**src/rtl/fifo_pwm_audio.sv**
```systemverilog
// PWM audio output stage fed from a sample FIFO, with one-word prefetch and underrun fill.
// Optional build macro AUD_VOLUME_EN adds a 3-bit vol input that scales each sample toward midscale.
module fifo_pwm_audio #(
  parameter int SAMPLE_WIDTH     = 8,
  parameter int SAMPLES_PER_WORD = 4,
  parameter int FIFO_DATA_WIDTH  = SAMPLE_WIDTH * SAMPLES_PER_WORD,
  parameter int SIGNED_IN        = 0
) (
  input  logic                       clk,
  input  logic                       rst_n,
  input  logic                       aud_en,
  input  logic [FIFO_DATA_WIDTH-1:0] fifo_rd_data,
  input  logic                       fifo_empty,
  output logic                       fifo_rd_en,
  output logic                       aud_pwm,
  output logic                       aud_sd,
  output logic                       underrun,
  input  logic                       underrun_clr,
  output logic                       sample_tick
`ifdef AUD_VOLUME_EN
  ,
  input  logic [2:0]                 vol
`endif
);

  localparam int W     = SAMPLE_WIDTH;
  localparam int SPW   = SAMPLES_PER_WORD;
  localparam int FDW   = FIFO_DATA_WIDTH;
  localparam int IDX_W = (SPW > 1) ? $clog2(SPW) : 1;

  localparam logic [W-1:0]     MID      = {1'b1, {(W-1){1'b0}}};
  localparam logic [W-1:0]     CNT_MAX  = {W{1'b1}};
  localparam logic [W-1:0]     CNT_ZERO = {W{1'b0}};
  localparam logic [W-1:0]     CNT_ONE  = W'(1'b1);
  localparam logic [IDX_W-1:0] IDX_ZERO = {IDX_W{1'b0}};
  localparam logic [IDX_W-1:0] IDX_ONE  = IDX_W'(1'b1);
  localparam logic [IDX_W-1:0] IDX_LAST = IDX_W'(SPW - 1);
  localparam logic [FDW-1:0]   MID_WORD = FDW'({SPW{MID}});

  typedef enum logic {
    IDLE = 1'b0,
    RUN  = 1'b1
  } state_t;

  state_t           r_state;
  logic [W-1:0]     r_pwm_cnt;
  logic [W-1:0]     r_duty;
  logic [FDW-1:0]   r_cur_word;
  logic [FDW-1:0]   r_buf;
  logic             r_buf_valid;
  logic             r_rd_dly;
  logic [IDX_W-1:0] r_sample_idx;

  logic [2:0]       w_vol;
  logic [IDX_W-1:0] w_idx_nxt;
  logic [W-1:0]     w_next_sample;
  logic             w_boundary;
  logic             w_bypass;

  // Offset-binary conversion and optional attenuation about midscale.
  function automatic logic [W-1:0] f_duty(input logic [W-1:0] smp, input logic [2:0] shamt);
    logic [W-1:0]   ob;
    logic signed [W:0] diff;
    ob   = (SIGNED_IN != 0) ? (smp ^ MID) : smp;
    diff = $signed({1'b0, ob}) - $signed({1'b0, MID});
    diff = diff >>> shamt;
    return MID + diff[W-1:0];
  endfunction

`ifdef AUD_VOLUME_EN
  assign w_vol = vol;
`else
  assign w_vol = 3'd0;
`endif

  assign w_boundary = (r_state == RUN) && (r_pwm_cnt == CNT_MAX);
  // A read landing on the word boundary goes straight into the current word.
  assign w_bypass   = w_boundary && (r_sample_idx == IDX_LAST) && !r_buf_valid && r_rd_dly;

  // Select the sample that follows the current one within the playing word.
  always_comb begin
    w_idx_nxt     = r_sample_idx + IDX_ONE;
    w_next_sample = MID;
    for (int i = 0; i < SPW; i++) begin
      w_next_sample = (w_idx_nxt == IDX_W'(i)) ? r_cur_word[i*W +: W] : w_next_sample;
    end
  end

  // Playback state machine, prefetch handshake and PWM generation.
  always_ff @(posedge clk) begin
    if (!rst_n) begin
      r_state      <= IDLE;
      r_pwm_cnt    <= CNT_ZERO;
      r_duty       <= MID;
      r_cur_word   <= MID_WORD;
      r_buf        <= {FDW{1'b0}};
      r_buf_valid  <= 1'b0;
      r_rd_dly     <= 1'b0;
      r_sample_idx <= IDX_LAST;
      fifo_rd_en   <= 1'b0;
      aud_pwm      <= 1'b0;
      aud_sd       <= 1'b0;
      underrun     <= 1'b0;
      sample_tick  <= 1'b0;
    end else begin
      fifo_rd_en  <= 1'b0;
      sample_tick <= 1'b0;
      if (underrun_clr) begin
        underrun <= 1'b0;
      end
      case (r_state)
        IDLE: begin
          aud_pwm     <= 1'b0;
          aud_sd      <= 1'b0;
          r_buf_valid <= 1'b0;
          r_rd_dly    <= 1'b0;
          if (aud_en) begin
            r_state      <= RUN;
            aud_sd       <= 1'b1;
            r_pwm_cnt    <= CNT_ZERO;
            r_cur_word   <= MID_WORD;
            r_sample_idx <= IDX_LAST;
            r_duty       <= MID;
            underrun     <= 1'b0;
          end
        end
        RUN: begin
          if (!aud_en) begin
            r_state     <= IDLE;
            aud_pwm     <= 1'b0;
            aud_sd      <= 1'b0;
            r_buf_valid <= 1'b0;
            r_rd_dly    <= 1'b0;
          end else begin
            aud_sd    <= 1'b1;
            aud_pwm   <= (r_pwm_cnt < r_duty);
            r_pwm_cnt <= r_pwm_cnt + CNT_ONE;
            r_rd_dly  <= fifo_rd_en;
            if (!r_buf_valid && !fifo_rd_en && !r_rd_dly && !fifo_empty) begin
              fifo_rd_en <= 1'b1;
            end
            if (w_boundary) begin
              sample_tick <= 1'b1;
              if (r_sample_idx < IDX_LAST) begin
                r_sample_idx <= w_idx_nxt;
                r_duty       <= f_duty(w_next_sample, w_vol);
              end else if (r_buf_valid) begin
                r_cur_word   <= r_buf;
                r_buf_valid  <= 1'b0;
                r_sample_idx <= IDX_ZERO;
                r_duty       <= f_duty(r_buf[W-1:0], w_vol);
              end else if (r_rd_dly) begin
                r_cur_word   <= fifo_rd_data;
                r_sample_idx <= IDX_ZERO;
                r_duty       <= f_duty(fifo_rd_data[W-1:0], w_vol);
              end else begin
                r_cur_word   <= MID_WORD;
                r_sample_idx <= IDX_LAST;
                r_duty       <= MID;
                underrun     <= 1'b1;
              end
            end
            if (r_rd_dly && !w_bypass) begin
              r_buf       <= fifo_rd_data;
              r_buf_valid <= 1'b1;
            end
          end
        end
        default: begin
          r_state     <= IDLE;
          aud_pwm     <= 1'b0;
          aud_sd      <= 1'b0;
          r_buf_valid <= 1'b0;
          r_rd_dly    <= 1'b0;
        end
      endcase
    end
  end

endmodule

```
**config.mk**
```make
export PLATFORM = sky130hd
export DESIGN_NAME = fifo_pwm_audio
export DESIGN_NICKNAME = d
export VERILOG_FILES = /design/src/rtl/fifo_pwm_audio.sv
export SDC_FILE = /design/constraint.sdc
export NUM_CORES = 1
export LEC_CHECK = 0
export ABC_AREA = 1
export ABC_CLOCK_PERIOD_IN_PS = 1650
export CAP_MARGIN = 25
export CORE_UTILIZATION = 40
export CTS_CLUSTER_DIAMETER = 200
export DETAILED_ROUTE_END_ITERATION = 8
export SYNTH_ARGS = -nofsm -noshare
export SYNTH_HDL_FRONTEND = slang
export SYNTH_SLANG_ARGS = --single-unit
```
**constraint.sdc**
```tcl
create_clock -name clk -period 1.65 [get_ports clk]
set_input_delay 0.33 -clock clk [delete_from_list [all_inputs] [get_ports clk]]
set_output_delay 0.33 -clock clk [all_outputs]
set_load 0.03 [all_outputs]
```
==> summary.txt, run 1 <==
STA
  – Highest clock rate: 606.2 MHz
  – Setup repair after global routing missed its margin: yes
  – Period utilisation layout: 99.97%
  – Worst hold margin: 0.4363 ns
  – Post-layout minimum cycle time: 1.650 ns
  – Setup ws final: 0.0004603 ns
  – Max-slew violation count: 0
  – Hold Vio Cnt, Final: 0
  – Least-Margin Pin Slew: 0.3112 ns
  – Setup Skew: 0.007965 ns
  – Final setup vio count: 0
  – Max-slew headroom: 79.26%

GRT
  – Largest net degree at the start of global routing: 60
  – First-pass GRT wire length: 19.27 mm
  – Vias in the first global route: 4098
  – Initial antenna violation count: 0
  – Total global routing overflow: 0
  – Total Routing Usage GR: 20.53%

Worst setup path
  – Crit Path Max Fanout: 12
  – Required time worst endpoint: 1.89 ns
  – R2R depth: 8
  – CP Class: flop to flop
  – Worst reg2reg setup slack: 0.0005 ns
  – Startpoint Class: flop
  – Endpoint type of the worst setup path: flop
  – Arr. time, crit path: 1.89 ns

Clock tree
  – CTS tree: yes
  – Clk sinks: 81
  – Post-CTS Hold Fix Bufs: 0
  – H-tree level count: 3
  – Clk slew on worst S/H paths: 0.06 ns
  – TritonCTS Buffers: 9
  – Root Driver: clkbuf_16
  – CTS max path bufs: 2
  – Clk_lat worst skew: 0.35 ns

Pwr
  – Tot Pwr: 0.004725 W
  – Register share of total power: 43.7%
  – Combinational Power Share: 14.3%
  – P per Cell Area: 796.0 nW/um2
  – Sw Pwr: 0.001226 W
  – Switching part of the total: 25.94%
  – Peak VDD IR: 538.3 uV
  – Internal power: 0.003499 W
  – Clock network fraction of design power: 42.0%
  – Lkg Pwr: 2.722 nW

Worst hold path
  – Worst hold stages: 3
  – Min-Delay Path Class: primary input to flop

Job
  – Max cap viols: 0

Floorplanning
  – Boundary Pins: 42
  – Initial Utilization: 41.09%
  – Row Count: 39
  – Core Region: 11420 um2
  – Die Span Y: 110.3 um
  – Die area: 12170 um2
  – Width of the die: 110.3 um

Drt
  – Post-route ant nets: 0
  – Drt first pass iters: 5
  – Detail-routed via count per cell: 5.034
  – WL per Instance: 13.84 um
  – Drc violations: 0
  – Iter 0 DRT Violations: 354
  – DR vias: 4566
  – Post-Route WL: 12.56 mm

Yosys
  – Cells after synthesis: 717
  – Mean post-synth cell area: 6.544 um2
  – Post-synth EDFFs: 0
  – Fraction of registers with async set or reset after synthesis: 0%
  – Net count after synthesis: 766
  – Ys Warns: 0
  – Yosys cell types: 33
  – Most used DFF post-synth: dfxtp_1
  – Yosys reg bits: 81
  – Post-Syn Area: 4692 um2
  – Sequential element share of the synthesized area: 34.56%

Final layout
  – Antenna diode count: 0
  – Core Util, Final: 51.98%
  – Fin nets: 808
  – Share of cells above drive strength 1: 15.31%
  – P&R area growth vs syn: 26.51%
  – Cell Count, Final, Fillers Out: 907

Place
  – Placed Instances: 880
  – PortBufs: 41
  – Post-DP HPWL: 7.987 mm
  – Pre-CTS setup slack: -0.1768 ns
  – RePlAce Congestion: 0.8000

Outcome
  – Outcome: finished clean
## metal layers
metal,vias to the layer above,track usage [%],share of wire [%]
li1,2354,-,-
met1,2087,28.81,48
met2,107,31.28,46
met3,18,3.880,4.2
met4,0,7.237,1.8
met5,-,0,0
## path summary, 6_finish.rpt
check | startpoint | to
max | r_pwm_cnt[0] | r_buf[23]
min | rst_n | r_sample_idx[0]
max reg2reg | r_pwm_cnt[0] | r_buf[23]
min reg2reg | fifo_rd_en | r_rd_dly
## placed cells by master, fill, tap and decap left out, drive strengths merged
cell / instances
nor4: 1
nand2: 197
clkbuf: 19
or2: 1
a21oi: 60
a211oi: 1
clkinv: 2
dlygate4sd2: 4
clkinvlp: 1
nand3: 49
nor2: 81
nand4: 22
buf: 37
clkdlybuf4s50: 35
dfxtp: 81
nor3: 4
o211ai: 20
inv: 101
a32o: 1
ha: 12
o21ai: 34
and3: 1
## worst max-delay path, stage by stage (launching register included)
cell       delay [ns]
dfxtp_2          0.35
ha_4             0.16
nand3_4          0.09
nor3_4           0.25
nand4_4          0.13
buf_12           0.17
clkbuf_16        0.18
a21oi_1          0.13
nor2_1           0.05
## flip-flops by register name, summed over array words and instances, names as in the netlist
name,flops
aud_pwm,1
fifo_rd_en,1
r_buf,32
r_buf_valid,1
r_cur_word,24
r_duty,8
r_pwm_cnt,8
r_rd_dly,1
r_sample_idx,2
r_state,1
sample_tick,1
underrun,1
## power by group through the flow
stage                     Clock [W]  Combinational [W]  Sequential [W]
after global placement            0           0.000622         0.00210
after floorplan                   0           0.000430         0.00209
final                       0.00198           0.000676         0.00207
after CTS                   0.00202           0.000644         0.00206
after detailed placement          0           0.000631         0.00210
after global routing        0.00212           0.000764         0.00207
## metrics by stage
step / area, um2 / setup TNS, ns
CTS: 5560 / 0
global route: 5936 / -1.116
floorplan: 4692 / 0
global placement: 5245 / -4.285
detailed placement: 5245 / -6.000
finish: 5936 / 0
## logic make-up (layout without fill, tap and decap cells)
| kind of cell | after synthesis | in the layout | share of synthesized area (%) |
|---|---|---|---|
| simple gates | 354 | 356 | 32.59 |
| buf+inv | 154 | 199 | 15.57 |
| compound gates | 116 | 116 | 14.08 |
| flops | 81 | 81 | 34.56 |
| fa+ha+maj | 12 | 12 | 3.200 |
## Yosys cell counts, drive strengths merged (2+ instances only)
master / n / area [um2]
nand3: 47 / 260.3
nor3: 4 / 36.29
a21oi: 60 / 322.8
o21ai: 34 / 170.2
inv: 101 / 379.1
ha: 12 / 150.1
buf: 37 / 281.5
dfxtp: 81 / 1622
clkinv: 2 / 7.510
nand4: 22 / 152.7
o211ai: 20 / 150.1
nor2: 81 / 311.6
clkbuf: 14 / 62.56
nand2: 197 / 749.5
## area by class of cell
| type | count | area (um2) |
|---|---|---|
| tap | 143 | 178.9 |
| fill | 1103 | 5483 |
| clock buffer | 15 | 287.8 |
| sequential | 81 | 1629 |
| inverter | 103 | 386.6 |
| multi-input combinational | 484 | 2570 |
| timing repair buffer | 80 | 875.8 |
| clock inverter | 1 | 7.507 |
## repair_timing
action | CTS | global route
gates cloned | 1 | 7
setup endpoints to repair | 28 | 66
gates resized for setup | 8 | 53
buffers inserted | 0 | 3
pin swaps | 0 | 11
Note: power is estimated with default switching activity, not from simulation.
==> run 2, diff against run 1 <==
- GPL_ROUTABILITY_DRIVEN: default -> 0
==> results of run 2 <==
Same layout as run 1: the final DEF is identical, and so are final timing and power.
